`src/rtl/viu_route_arbiter.sv`:
```
`default_nettype none
// ============================================================================
//  Module      : viu_route_arbiter
//  Description : Controller for the VIU routing-capability table. Accepts host
//                capability writes and round-robin arbitrates route-lookup
//                requests from N_REQ user-logic ports, one lookup at a time.
//                Each lookup returns the stored 14-bit capability plus an
//                allow/deny verdict for the requesting user-logic port.
//  Revision    : 1.0  initial release
// ----------------------------------------------------------------------------
//  Parameters
//    N_REQ    number of user-logic requesters (1..16), index = ul_id
//    N_DESTS  routing-table entries (1..4), indexed by port_id[1:0]
//  Ports
//    aclk, aresetn          clock, synchronous active-low reset
//    cfg_valid/ready/data   host capability write
//                           data: [9:6] sender_ul_id, [1:0] port_id
//    req_valid/ready/port   per-requester lookup, req_ready one-hot grant
//    resp_valid/ready       lookup result handshake
//    resp_id/allow/route    requester index, verdict, stored capability
//    stat_allow/stat_deny   handshaken-response counters
//  Build option
//    VIU_ROUTE_STATS_EN     when defined, builds saturating 32-bit counters
//                           behind stat_allow/stat_deny; otherwise both are 0
// ============================================================================
module viu_route_arbiter #(
    parameter int N_REQ   = 4,
    parameter int N_DESTS = 4
) (
    input  logic                 aclk,
    input  logic                 aresetn,
    input  logic                 cfg_valid,
    output logic                 cfg_ready,
    input  logic [13:0]          cfg_data,
    input  logic [N_REQ-1:0]     req_valid,
    output logic [N_REQ-1:0]     req_ready,
    input  logic [2*N_REQ-1:0]   req_port,
    output logic                 resp_valid,
    input  logic                 resp_ready,
    output logic [3:0]           resp_id,
    output logic                 resp_allow,
    output logic [13:0]          resp_route,
    output logic [31:0]          stat_allow,
    output logic [31:0]          stat_deny
);

    localparam logic [1:0] c_ST_IDLE   = 2'd0;
    localparam logic [1:0] c_ST_WRITE  = 2'd1;
    localparam logic [1:0] c_ST_LOOKUP = 2'd2;
    localparam logic [1:0] c_ST_RESP   = 2'd3;

    logic [1:0]  r_state;
    logic [3:0]  r_rr_ptr;
    logic [3:0]  r_id;
    logic [1:0]  r_port;
    logic [13:0] r_cfg_data;

    logic        r_resp_valid;
    logic [3:0]  r_resp_id;
    logic        r_resp_allow;
    logic [13:0] r_resp_route;

    // Table is always viewed as 4 entries; entries beyond N_DESTS read as
    // invalid so the lookup index never leaves the array.
    logic        w_vld [4];
    logic [13:0] w_cap [4];

    logic [15:0] w_req_ext;
    logic [4:0]  w_idx;
    logic        w_found;
    logic [3:0]  w_gnt_id;
    logic [1:0]  w_gnt_port;
    logic        w_idle;
    logic        w_grant;
    logic        w_resp_hs;
    logic        w_in_range;
    logic        w_hit_vld;

    assign w_req_ext = 16'(req_valid);
    assign w_idle    = aresetn && (r_state == c_ST_IDLE);
    assign w_grant   = w_idle && !cfg_valid && w_found;
    assign w_resp_hs = r_resp_valid && resp_ready;

    assign cfg_ready = w_idle && cfg_valid;

    // Round-robin search: first valid requester at or after r_rr_ptr.
    always_comb begin
        w_idx      = '0;
        w_found    = 1'b0;
        w_gnt_id   = '0;
        w_gnt_port = '0;
        for (int k = 0; k < N_REQ; k++) begin
            w_idx = 5'(r_rr_ptr) + 5'(k);
            if (w_idx >= 5'(N_REQ)) begin
                w_idx = w_idx - 5'(N_REQ);
            end
            if (!w_found && w_req_ext[w_idx[3:0]]) begin
                w_found  = 1'b1;
                w_gnt_id = w_idx[3:0];
            end
        end
        for (int i = 0; i < N_REQ; i++) begin
            if (w_gnt_id == 4'(i)) begin
                w_gnt_port = req_port[2*i +: 2];
            end
        end
    end

    always_comb begin
        req_ready = '0;
        for (int i = 0; i < N_REQ; i++) begin
            req_ready[i] = w_grant && (w_gnt_id == 4'(i));
        end
    end

    genvar e;
    generate
        for (e = 0; e < 4; e++) begin : g_entry
            if (e < N_DESTS) begin : g_real
                logic        r_vld;
                logic [13:0] r_cap;
                always_ff @(posedge aclk) begin
                    if (!aresetn) begin
                        r_vld <= 1'b0;
                        r_cap <= '0;
                    end else if ((r_state == c_ST_WRITE) &&
                                 (r_cfg_data[1:0] == 2'(e))) begin
                        r_vld <= 1'b1;
                        r_cap <= r_cfg_data;
                    end
                end
                assign w_vld[e] = r_vld;
                assign w_cap[e] = r_cap;
            end else begin : g_none
                // Writes to this port_id are handshaken and then dropped.
                assign w_vld[e] = 1'b0;
                assign w_cap[e] = '0;
            end
        end
    endgenerate

    assign w_in_range = (3'(r_port) < 3'(N_DESTS));
    assign w_hit_vld  = w_vld[r_port] && w_in_range;

    always_ff @(posedge aclk) begin
        if (!aresetn) begin
            r_state      <= c_ST_IDLE;
            r_rr_ptr     <= '0;
            r_id         <= '0;
            r_port       <= '0;
            r_cfg_data   <= '0;
            r_resp_valid <= 1'b0;
            r_resp_id    <= '0;
            r_resp_allow <= 1'b0;
            r_resp_route <= '0;
        end else begin
            case (r_state)
                c_ST_IDLE: begin
                    if (cfg_valid) begin
                        r_cfg_data <= cfg_data;
                        r_state    <= c_ST_WRITE;
                    end else if (w_found) begin
                        r_id    <= w_gnt_id;
                        r_port  <= w_gnt_port;
                        r_state <= c_ST_LOOKUP;
                    end
                end
                c_ST_WRITE: begin
                    r_state <= c_ST_IDLE;
                end
                c_ST_LOOKUP: begin
                    r_resp_valid <= 1'b1;
                    r_resp_id    <= r_id;
                    r_resp_route <= w_hit_vld ? w_cap[r_port] : 14'd0;
                    r_resp_allow <= w_hit_vld && (w_cap[r_port][9:6] == r_id);
                    r_rr_ptr     <= (r_id == 4'(N_REQ - 1)) ? 4'd0 : r_id + 4'd1;
                    r_state      <= c_ST_RESP;
                end
                c_ST_RESP: begin
                    if (w_resp_hs) begin
                        r_resp_valid <= 1'b0;
                        r_state      <= c_ST_IDLE;
                    end
                end
                default: begin
                    r_state <= c_ST_IDLE;
                end
            endcase
        end
    end

    assign resp_valid = r_resp_valid;
    assign resp_id    = r_resp_id;
    assign resp_allow = r_resp_allow;
    assign resp_route = r_resp_route;

`ifdef VIU_ROUTE_STATS_EN
    logic [31:0] r_stat_allow;
    logic [31:0] r_stat_deny;

    always_ff @(posedge aclk) begin
        if (!aresetn) begin
            r_stat_allow <= '0;
            r_stat_deny  <= '0;
        end else if (w_resp_hs) begin
            if (r_resp_allow) begin
                if (r_stat_allow != 32'hFFFF_FFFF) begin
                    r_stat_allow <= r_stat_allow + 32'd1;
                end
            end else begin
                if (r_stat_deny != 32'hFFFF_FFFF) begin
                    r_stat_deny <= r_stat_deny + 32'd1;
                end
            end
        end
    end

    assign stat_allow = r_stat_allow;
    assign stat_deny  = r_stat_deny;
`else
    assign stat_allow = '0;
    assign stat_deny  = '0;
`endif

endmodule
`default_nettype wire
```
`config.mk`:
```
export PLATFORM = sky130hd
export DESIGN_NAME = viu_route_arbiter
export DESIGN_NICKNAME = d
export VERILOG_FILES = /design/src/rtl/viu_route_arbiter.sv
export SDC_FILE = /design/constraint.sdc
export NUM_CORES = 1
export LEC_CHECK = 0
export BUFFER_PORTS_ARGS = -buffer_cell sky130_fd_sc_hd__buf_2
export CAP_MARGIN = 20
export CORE_MARGIN = 3
export CORE_UTILIZATION = 60
export CTS_BUF_LIST = sky130_fd_sc_hd__clkbuf_4 sky130_fd_sc_hd__clkbuf_8
export DETAILED_ROUTE_END_ITERATION = 10
export HOLD_SLACK_MARGIN = 0.06
export PLACE_DENSITY = 0.86
export SLEW_MARGIN = 30
export SYNTH_ARGS = -nofsm -noshare
export SYNTH_HDL_FRONTEND = slang
export SYNTH_SLANG_ARGS = --single-unit
```
`constraint.sdc`:
```
create_clock -name aclk -period 8.96 [get_ports aclk]
set_input_delay 0.896 -clock aclk [delete_from_list [all_inputs] [get_ports aclk]]
set_output_delay 0.896 -clock aclk [all_outputs]
set_load 0.005 [all_outputs]
```
==> results.cfg <==
[sta]
tightestPinTransition_ps = 992
fmax_mhz = 223
number_of_slew_limit_violations_in_the_final_report = 0
setup_tns_ps = 0
post-route-period-util_pct = 50.1
timing_hold_violations_final = 0
period_minus_slack_ps = 4490
skew_ps = 8.07
setup_viol_count_final = 0
grt_setup_unrepaired = false
max_slew_margin_pct = 33.5
layout_setup_ws_ps = 4470

[detailed_routing]
routed_wl_um = 11400
drc_violation_count_after_routing = 0
antenna_left = 0
avgViaCountPerCell = 5.51
drt_iter0_markers = 316
wl_met3_um = 836
num_vias = 4362
detail_route.wl_per_cell_um = 14.5
top_signal_layer_used = met4
wl_met1_um = 4810
met2_wirelength_um = 5600
firstDrtPassIters = 5

[clocking]
ctsHoldBuffers = 0
cts_repair_resize_count = 0
clock-sinks = 106
clock_tree.buffer_depth = 2
clk_pin_slew_worst_paths_ps = 90
clk-insertion-delay-late_ps = 380
cts_max_level = 3
post_cts_repair_setup_buffers = 0
tritoncts_clock_tree = yes
root_cell_of_the_clock_tree = clkbuf_8
number_of_buffers_created_by_cts = 9

[layout]
nets = 722
antenna_cells_inserted = 0
drive_above_1_share_pct = 16.4
register_area_mm2 = 0.00212
most_common_cell_after_layout_fill_and_taps_aside = nand2_1
synthToLayoutAreaGrowth_pct = 4.11
multiInputGateArea_mm2 = 0.00286
design_area_mm2 = 0.00564
layout_common_cells = 161 x nand2_1, 106 x dfxtp_1, 87 x a21oi_1, 64 x conb_1, 54 x buf_2
filler_cell_count = 754

[power_and_ir_drop]
post-layout-total-power_mw = 1.08
sw_frac_of_total_pct = 33.1
ir_worst_vdd_mv = 0.141
seq_power_share_pct = 48.8
net-switching-power_mw = 0.358
cellPowerDensity_mw_per_mm2 = 192
power_report.internal_total_mw = 0.724
static_leakage_nw = 2.22
power.share.clock_pct = 25.6
pwr-share-comb_pct = 25.6

[synthesis]
asyncSetResetFlopFracSynth_pct = 0
ys_dominant_reg_cell = dfxtp_1
synth_edf_count = 0
yosysWarningCount = 0
ys_seq_elements = 106
netlist-cell-type-count = 57
synth.cell_area_mm2 = 0.00542
synth.avg_cell_area_um2 = 8.35
synth.yosys.seq_area_share_pct = 39.2
syn_inst = 649

[placed_design]
gp_routability_congestion = 0.799
place_worst_setup_slack_ps = 4880
placed_area_mm2 = 0.00545
buffer_ports.inserted = 54
dp.final_hpwl_um = 8050

[grt]
initial_antenna_violation_count = 0
first_global_vias = 4033
grt_start_max_net_pins = 82
overflow = 0
grt_pass1_wl_um = 18900
grt_use_total_pct = 23.1

[setup_path]
timing.critical_path.to_type = output port
path_cells = inv_1 > ha_1 > xor2_1 > inv_1 > ha_1 > o2bb2ai_1 > o211ai_2 > a2bb2oi_1 > or3_1 > a211o_1 > nor2_1 > buf_2
timing.critical_path.required_ps = 8060
crit_path_start_kind = flip-flop
crit_path_top_delay_cell = dfxtp_1
criticalPathCategory = reg2out
crit-reg2reg-launch = r_rr_ptr[0]
critical_path.startpoint = r_rr_ptr[0]
worst_path_largest_cell_delay_ps = 800
critical_path_peak_fanout = 20
arrival_ps = 3590

[die]
core-area_mm2 = 0.00876
die_height_um = 101
floorplan.rows = 34
design.portCount = 119
chipWidth_um = 101
design.die.area_mm2 = 0.0102
starting_density_of_the_core_pct = 61.8

[job]
drv_cap = 0

[run_status]
run_status = finished clean

[min_path]
holdCritStartpoint = resp_route[13]
worst_hold_path_type = reg2reg
## path summary, 6_finish.rpt
path,to,slack [ps],depth (start not counted)
hold reg to reg,resp_route[13],450,2
setup / recovery,req_ready[1],4470,12
hold / removal,resp_route[13],450,2
setup reg to reg,r_port[1],5730,11
## through the flow
step / cells / util, % / hold WS [ps]
after floorplan: 712 / - / 433
after global placement: 776 / 62.2 / 439
after detailed placement: 776 / 62.2 / 444
after CTS: 792 / 64.4 / 456
after global routing: 792 / 64.4 / 473
final: 792 / 64.4 / 455
## flip-flops by register name, summed over array words and instances, names as in the netlist
name	count
g_entry.g_real.r_cap	56
r_cfg_data	14
resp_route	14
g_entry.g_real.r_vld	4
r_id	4
r_rr_ptr	4
resp_id	4
r_port	2
r_state	2
resp_allow	1
resp_valid	1
## logic make-up after synthesis
| group | count (synthesis) | synth area share [%] |
|---|---|---|
| fa+ha+maj | 13 | 3.00 |
| flops | 106 | 39.2 |
| mux | 23 | 8.34 |
| xor+xnor | 10 | 1.89 |
| compound gates | 132 | 15.5 |
| other cells | 1 | 0.0692 |
| simple gates | 251 | 19.4 |
| buf+inv | 113 | 12.6 |
## power groups by stage
stage / clock network [mW] / logic, mW / registers [mW]
after floorplan: 0 / 0.257 / 0.516
after global placement: 0 / 0.264 / 0.536
after detailed placement: 0 / 0.275 / 0.539
after CTS: 0.281 / 0.276 / 0.528
after global routing: 0.300 / 0.310 / 0.532
final: 0.277 / 0.277 / 0.528
## area by class of cell
class                      count  share of cell area, %
clock inverter                 4                  0.444
sequential                   106                   37.6
tap                          108                   2.40
timing repair buffer          57                   5.19
inverter                      12                  0.798
clock buffer                  12                   2.93
multi-input combinational    493                   50.6
## worst max-delay path, delay by kind of cell, from the launching register on
family / cells / cell delay [ps]
AND/OR/NAND/NOR: 2 / 440
flip-flops: 1 / 800
AO/OA/AOI/OAI: 4 / 810
adder cells (fa/ha/maj): 2 / 590
XOR/XNOR: 1 / 210
buffers and inverters: 3 / 360
## per-layer routing
metal	GRT usage [%]	vias to the layer above
li1	-	2126
met1	30.0	2039
met2	38.1	176
met3	5.05	21
met4	7.77	0
met5	0	-
## synthesized netlist by cell type, drive strengths merged, types with 2 or more instances
cell type,count,share of area (%)
a211oi,12,1.8
a21boi,5,0.69
a21o,2,0.28
a21oi,89,8.4
a2bb2oi,2,0.32
a31oi,3,0.62
and2,2,0.23
and3,7,0.81
buf,68,9.5
clkbuf,33,2.3
dfxtp,106,39
ha,13,3.0
inv,12,0.83
mux2,4,0.90
mux2i,2,0.37
mux4,17,7.1
nand2,161,11
nand2b,4,0.46
nand3,19,1.8
nand4,2,0.23
nor2,36,2.5
nor2b,3,0.35
nor3,7,0.65
o211ai,2,0.37
o21ai,4,0.37
o221ai,3,0.48
or2,4,0.46
or3,4,0.46
xnor2,4,0.92
xor2,6,0.97
Note: power is estimated with default switching activity, not from simulation.
